===== src/rtl/shiftsub_div_pkg.sv =====
// Shared definitions for the shift/subtract divider: control state encoding
// and the default operand width.
package shiftsub_div_pkg;

    localparam int DEFAULT_N = 8;

    typedef enum logic [1:0] {
        IDLE = 2'd0,
        CALC = 2'd1,
        DONE = 2'd2
    } state_t;

endpackage


===== src/rtl/shiftsub_divider_if.sv =====
// Request/result bundle of the divider: operands and start from the requester,
// registered results and completion flags back from the divider.
interface shiftsub_divider_if
    import shiftsub_div_pkg::*;
#(
    parameter int N = DEFAULT_N
);

    logic         start;
    logic [N-1:0] dividend_in;
    logic [N-1:0] divisor_in;
    logic         stop;
    logic [N-1:0] quotient_out;
    logic [N-1:0] remainder_out;
    logic         div_by_zero;

    modport master (
        output start, dividend_in, divisor_in,
        input  stop, quotient_out, remainder_out, div_by_zero
    );

    modport slave (
        input  start, dividend_in, divisor_in,
        output stop, quotient_out, remainder_out, div_by_zero
    );

endinterface


===== src/rtl/shiftsub_div_datapath.sv =====
// Restoring-division datapath: partial remainder, quotient/dividend shift
// register and divisor, plus the combinational result of one step.
module shiftsub_div_datapath
    import shiftsub_div_pkg::*;
#(
    parameter int N = DEFAULT_N
) (
    input  logic         clk,
    input  logic         reset,
    input  logic         load,
    input  logic         step,
    input  logic [N-1:0] dividend,
    input  logic [N-1:0] divisor,
    output logic [N-1:0] q_step,
    output logic [N-1:0] r_step
);

    // The partial remainder is always below the divisor between steps, so its
    // top bit is zero; only the shifted value needs the full N+1 bits.
    logic [N-1:0] r;
    logic [N-1:0] q;
    logic [N-1:0] d;
    logic [N:0]   r_shift;
    logic [N-1:0] r_diff;
    logic         ge;

    always_comb begin
        r_shift = {r, q[N-1]};
        ge      = (r_shift >= {1'b0, d});
        r_diff  = r_shift[N-1:0] - d;
        r_step  = ge ? r_diff : r_shift[N-1:0];
        q_step  = (q << 1) | N'(ge);
    end

    always_ff @(posedge clk) begin
        if (!reset) begin
            r <= '0;
            q <= '0;
            d <= '0;
        end else if (load) begin
            r <= '0;
            q <= dividend;
            d <= divisor;
        end else if (step) begin
            r <= r_step;
            q <= q_step;
        end
    end

endmodule


===== src/rtl/shiftsub_divider.sv =====
// N-bit unsigned restoring divider: one quotient bit per clock, results
// registered on entry to DONE, divide-by-zero resolved on the accepting edge.
module shiftsub_divider
    import shiftsub_div_pkg::*;
#(
    parameter int N = DEFAULT_N
) (
    input  logic               clk,
    input  logic               reset,
    shiftsub_divider_if.slave  bus
);

    localparam int CW = $clog2(N + 1);

    state_t       state;
    state_t       next_state;
    logic [CW-1:0] cnt;
    logic         load;
    logic         step;
    logic         capture;
    logic         zero_div;
    logic         last_step;
    logic [N-1:0] q_step;
    logic [N-1:0] r_step;

    shiftsub_div_datapath #(.N(N)) u_datapath (
        .clk      (clk),
        .reset    (reset),
        .load     (load),
        .step     (step),
        .dividend (bus.dividend_in),
        .divisor  (bus.divisor_in),
        .q_step   (q_step),
        .r_step   (r_step)
    );

    assign last_step = (cnt == CW'(N - 1));

    always_comb begin
        next_state = state;
        load       = 1'b0;
        step       = 1'b0;
        capture    = 1'b0;
        zero_div   = 1'b0;
        unique case (state)
            IDLE, DONE: begin
                if (bus.start) begin
                    load = 1'b1;
                    if (bus.divisor_in == '0) begin
                        zero_div   = 1'b1;
                        next_state = DONE;
                    end else begin
                        next_state = CALC;
                    end
                end
            end
            CALC: begin
                step = 1'b1;
                if (last_step) begin
                    capture    = 1'b1;
                    next_state = DONE;
                end
            end
            default: next_state = IDLE;
        endcase
    end

    always_ff @(posedge clk) begin
        if (!reset) begin
            state             <= IDLE;
            cnt               <= '0;
            bus.stop          <= 1'b0;
            bus.quotient_out  <= '0;
            bus.remainder_out <= '0;
            bus.div_by_zero   <= 1'b0;
        end else begin
            state    <= next_state;
            bus.stop <= (next_state == DONE);
            if (load) begin
                cnt <= '0;
            end else if (step) begin
                cnt <= cnt + CW'(1);
            end
            // Results move only when DONE is entered; they hold through CALC.
            if (capture) begin
                bus.quotient_out  <= q_step;
                bus.remainder_out <= r_step;
                bus.div_by_zero   <= 1'b0;
            end else if (zero_div) begin
                bus.quotient_out  <= '1;
                bus.remainder_out <= bus.dividend_in;
                bus.div_by_zero   <= 1'b1;
            end
        end
    end

endmodule


===== src/flat_wrapper.sv =====
// flat-port wrapper written by rule: the top's interface ports become plain ports
module shiftsub_divider_flat import shiftsub_div_pkg::*;
#(
    parameter int N = DEFAULT_N
)
  (clk, reset, bus_start, bus_dividend_in, bus_divisor_in, bus_stop, bus_quotient_out, bus_remainder_out, bus_div_by_zero);
  shiftsub_divider_if #(.N(N)) bus_i ();
  input  logic clk;
  input  logic reset;
  input wire logic [$bits(bus_i.start)-1:0] bus_start;
  input wire logic [$bits(bus_i.dividend_in)-1:0] bus_dividend_in;
  input wire logic [$bits(bus_i.divisor_in)-1:0] bus_divisor_in;
  output wire logic [$bits(bus_i.stop)-1:0] bus_stop;
  output wire logic [$bits(bus_i.quotient_out)-1:0] bus_quotient_out;
  output wire logic [$bits(bus_i.remainder_out)-1:0] bus_remainder_out;
  output wire logic [$bits(bus_i.div_by_zero)-1:0] bus_div_by_zero;
  assign bus_i.start = bus_start;
  assign bus_i.dividend_in = bus_dividend_in;
  assign bus_i.divisor_in = bus_divisor_in;
  assign bus_stop = bus_i.stop;
  assign bus_quotient_out = bus_i.quotient_out;
  assign bus_remainder_out = bus_i.remainder_out;
  assign bus_div_by_zero = bus_i.div_by_zero;
  shiftsub_divider #(.N(N)) u_core (.clk(clk), .reset(reset), .bus(bus_i));
endmodule

===== config.mk =====
export PLATFORM = sky130hd
export DESIGN_NAME = shiftsub_divider_flat
export DESIGN_NICKNAME = d
export VERILOG_FILES = /design/src/rtl/shiftsub_div_pkg.sv /design/src/rtl/shiftsub_divider_if.sv /design/src/rtl/shiftsub_div_datapath.sv /design/src/rtl/shiftsub_divider.sv /design/src/flat_wrapper.sv
export SDC_FILE = /design/constraint.sdc
export NUM_CORES = 1
export LEC_CHECK = 0
export ABC_AREA = 0
export BUFFER_PORTS_ARGS = -buffer_cell sky130_fd_sc_hd__buf_2
export CAP_MARGIN = 10
export CORE_MARGIN = 4
export CORE_UTILIZATION = 35
export CTS_CLUSTER_DIAMETER = 200
export DETAILED_ROUTE_END_ITERATION = 8
export PLACE_DENSITY = 0.65
export SYNTH_ARGS = -nofsm -noshare
export SYNTH_HDL_FRONTEND = slang
export SYNTH_SLANG_ARGS = --single-unit

===== constraint.sdc =====
create_clock -name clk -period 2.15 [get_ports clk]
set_clock_uncertainty 0.2 [all_clocks]
set_input_delay 0.43 -clock clk [delete_from_list [all_inputs] [get_ports clk]]
set_output_delay 0.43 -clock clk [all_outputs]
set_load 0.005 [all_outputs]

Word-level counts from Yosys, hierarchy flattened
Index checks and enable logic that the tools add are counted.

storage, ports and cells
  register bits = 48
  input bits = 19
  output and inout port bits = 18
  word-level logic and storage cells = 44

cells by class
  $add $sub $neg = 2
  magnitude comparators = 1
  equal/unequal tests = 4
  muxes and demuxes = 19
  bitwise operators = 2
  reduce and logical (&&, ||, !) cells = 7

operator list
  operator                                        count
  two-way mux 8 bit                               7
  >= comparator 9 x 8 -> 1 bit                    1
  zero test 8 bit                                 1
  two-way mux 1 bit                               8
  bitwise OR 8 x 1 -> 8 bit                       1
  subtractor 8 bit                                1
  two-way mux 2 bit                               3
  OR reduction 2 bit                              3
  adder 4 x 1 -> 4 bit (second input constant)    1
  == test 2 bit (second input constant)           2
  == test 4 x 3 -> 1 bit (second input constant)  1
  one-hot mux 2 bit (2 select lines)              1
  nonzero test 2 bit                              2
  == test 2 x 1 -> 1 bit (second input constant)  1
  zero test 2 bit                                 1
  inverter 1 bit                                  1

Depth between registers and ports, before layout
  depth after elaboration = 6
  depth in mapped cells = 9

Cells and area by module
From an unflattened synthesis, not the netlist that was laid out.

second synthesis, totals
  cell total of the unflattened synthesis = 296
  area, all modules = 2690.1 sq um

by module, submodules not included
  module                 instances  cells an instance  area each (sq um)  seq. area each (sq um)
  shiftsub_div_datapath  1          179                1567.8             480.5
  shiftsub_divider       1          117                1122.3             480.5

Worst setup path before layout
OpenSTA, ideal clock, no wires.

  kind = in2reg
  start point = in bus_divisor_in[2]
  end point = reg u_core.bus.remainder_out[2]
  library setup time = 129 ps
  arrival = 1904 ps
  data required time = 1821 ps
  slack = -83 ps
  stages on the path = 5
  buffers on the path = 0
  cell sequence = or4_1 -> nor3_4 -> mux2_2 -> o21ai_1 -> a21oi_2

between the ends
  longest elaborated chain between the ends = 5

RTL lines
  item                          line                       text
  from (decl)                   flat_wrapper.sv:12         input wire logic [$bits(bus_i.divisor_in)-1:0] bus_divisor_in;
  zero test 8 bit               shiftsub_divider.sv:49     if (bus.divisor_in == '0) begin
  two-way mux 1 bit             shiftsub_divider.sv:49
  two-way mux 1 bit             shiftsub_divider.sv:47     if (bus.start) begin
  two-way mux 1 bit             shiftsub_divider.sv:45     unique case (state)
  nonzero test 2 bit (no line)  --
  to (signal assigned)          shiftsub_divider.sv:87     bus.remainder_out <= r_step;
  to (signal assigned)          shiftsub_divider.sv:91     bus.remainder_out <= bus.dividend_in;
  to (decl)                     shiftsub_divider_if.sv:24  output stop, quotient_out, remainder_out, div_by_zero

Every way passes these cells.
A chain may end at the register's enable or synchronous reset.

Final worst setup path
  start point = reg u_core.u_datapath.r[3]
  end point = reg u_core.u_datapath.r[5]

between the ends
  longest elaborated chain between the ends = 2

RTL lines
  item                                                                     line                                                      text
  from (decl)                                                              shiftsub_div_datapath.sv:20                               logic [N-1:0] r;
  from (signal assigned)                                                   shiftsub_div_datapath.sv:45                               r <= r_step;
  subtractor 8 bit / >= comparator 9 x 8 -> 1 bit (equally long branches)  shiftsub_div_datapath.sv:30, shiftsub_div_datapath.sv:29
  two-way mux 8 bit *                                                      shiftsub_div_datapath.sv:31                               r_step = ge ? r_diff : r_shift[N-1:0];

Every way passes the cells marked *; elsewhere a longest branch is shown, timed or not.

==> impl_results.md <==
- Critical path launch point type: register
- Setup TNS: 0 ns
- TritonCTS clock tree: done
- Fin util: 50.3%
- CTS Hold Bufs: 0
- Die Y: 90.7 um
- DR iter-0 viols: 147
- Total Power: 2.31 mW
- Overflow after GRT: 0
- Post-Place Worst Slack: -0.133 ns
- Finished Cell Area: 3270 um^2
- DRT antenna net count: 0
- Post-Route WL: 6060 um
- Pin count of the biggest net entering global routing: 25
- Worst min-delay path category: input port to register
- Status: complete, no violations
- Initial Util: 36.8%
- Post-layout minimum cycle time: 2.13 ns
- Endpoints failing hold: 0
- RSZ-0062 raised after global routing: true
- Nets@finish: 384
- Part of the Yosys area used for sequential elements: 40.2%
- Setup violators final: 0
- Hpwl dp: 4320 um
- Mean post-synth cell area: 8.48 um^2
- Mapped Cells: 282
- Worst path arrival time: 2.12 ns
- FFs w/ async S/R, synth: 0%
- Core Rows: 29
- DIE WIDTH: 90.7 um
- Via count: 2229
- Initial antenna violation count: 0
- Critical path class: register to register
- WL per Instance: 14.0 um
- Final Cycle Share: 99.0%
- GP Congestion: 0.850
- Most used DFF post-synth: dfxtp_1
- Synth-to-Final Area Change: 36.6%
- Placed Cells incl. Taps: 418
- Leak: 1.44 nW
- CTS root buffer: clkbuf_8
- Critical Path Sink Type: register
- Maxcap violations: 0
- Clock Tree Buf Depth: 2
- Vias in the first global route: 2164
- Slew Viols, Final: 0
- Slew HR: 77.9%
- H-tree depth: 2
- Slew @ Worst Pin: 0.331 ns
- Worst endpoint required time: 2.15 ns
- Share of layout cells above drive strength 1: 36.2%
- Die area: 8220 um^2
- Yosys reg bits: 48
- Routed vias/inst: 5.15
- Critical path peak fanout: 3
- Fin cells: 433
- Clock insertion delay at the later pin of the skew report: 0.30 ns
- First-pass GRT wire length: 10000 um
- Drt drc: 0
- DR pass1 iterations: 4
- Cts bufs inserted: 5
- Clk pin slew, worst setup/hold paths: 0.10 ns
- Hold_ws: 0.175 ns
- Maximum vdd ir drop: 317 uV
- CTS Sinks: 48
- Core footprint: 6490 um^2
- Antenna cells: 0
- Placed cell area: 2920 um^2
- IO Port Bufs: 36
- Synthesized net count: 311
- Post-synthesis cell type count: 43
- Cell Area, Synth: 2390 um^2
- Setup WS post-layout: 0.0222 ns
- Synth warn: 0
- GRT Util Overall: 14.7%
- Total power per unit cell area: 706 nW/um^2
- I/O Pins: 37
- Fmax: 0.470 GHz
- Post-synth EDFFs: 0
-- report_power, final --
part           leakage [nW]  switching (mW)  internal (mW)
combinational         0.983           0.311          0.341
sequential            0.394          0.0314          0.927
clock                0.0614           0.316          0.381
-- state kept, by name, indices dropped and copies added (netlist names) --
signal	flops
u_core.u_datapath.q	8
u_core.bus.stop	1
u_core.u_datapath.d	8
u_core.bus.quotient_out	8
u_core.bus.remainder_out	8
u_core.bus.div_by_zero	1
u_core.u_datapath.r	8
u_core.state	2
u_core.cnt	4
-- final cells by class --
| type | instances | area, um^2 |
|---|---|---|
| Clock buffer | 6 | 82.6 |
| Fill cell | 625 | 3230 |
| Multi-Input combinational cell | 207 | 1480 |
| Clock inverter | 2 | 38.8 |
| Sequential cell | 48 | 970 |
| Tap cell | 77 | 96.3 |
| Inverter | 10 | 37.5 |
| Timing Repair Buffer | 83 | 558 |
-- synthesized netlist by cell type, types with 8 or more instances --
master / instances / area (um^2)
inv_1: 10 / 37.5
dfxtp_1: 48 / 961
clkbuf_1: 13 / 48.8
a21oi_1: 14 / 70.1
nand2_1: 40 / 150
o21ai_0: 18 / 90.1
o211a_1: 8 / 80.1
nor3_1: 10 / 50.1
a21boi_0: 8 / 60.1
ha_1: 9 / 113
nand3_1: 13 / 65.1
nor2_1: 19 / 71.3
-- final timing paths --
| check | from | endpoint | slack (ns) | cells past startpoint |
|---|---|---|---|---|
| max | u_core.u_datapath.r[3] | u_core.u_datapath.r[5] | 0.02 | 7 |
| min | bus_dividend_in[3] | u_core.u_datapath.q[3] | 0.17 | 2 |
| max reg2reg | u_core.u_datapath.r[3] | u_core.u_datapath.r[5] | 0.02 | 7 |
| min reg2reg | u_core.u_datapath.d[2] | u_core.u_datapath.d[2] | 0.27 | 2 |
-- critical path: stages, from the launching register on --
cell and delay, ns:
dfxtp_2 0.35, ha_4 0.24, a21o_1 0.20, a31o_4 0.22
o221ai_4 0.18, nand2_2 0.11, mux2_4 0.32, o211a_1 0.20
-- cells in the final DEF, fill, tap and decap left out, types with 7 or more instances in the layout --
master	synthesis	layout
inv_1	10	8
nor2_1	19	18
a21oi_1	14	13
nor3_1	10	8
dfxtp_1	48	41
buf_4	0	45
nand2_1	40	39
nand3_1	13	13
a21boi_0	8	8
dfxtp_2	0	7
o211a_1	8	8
buf_2	1	36
o21ai_0	18	17
-- cell families after synthesis --
group,share of synthesized area (%)
AO/OA/AOI/OAI,20.9
XOR/XNOR,2.20
adder cells (fa/ha/maj),5.55
buffers and inverters,5.23
flip-flops,40.2
multiplexers,4.92
AND/OR/NAND/NOR,21.0
-- routing by layer --
| metal | global-route usage, % | up-vias | part of all wire [%] |
|---|---|---|---|
| met4 | 4.72 | 0 | 1.4 |
| met5 | 0 | - | 0 |
| met3 | 3.00 | 7 | 4.5 |
| li1 | - | 1142 | - |
| met1 | 18.6 | 1033 | 47 |
| met2 | 24.8 | 47 | 47 |
-- timing repair --
action,CTS,global route
endpoints found under the setup margin,14,16
gates resized for setup,19,19
buffers inserted,4,3
hold endpoints to repair,0,0
pin swaps,3,12
Power figures use the tool's default switching activity.
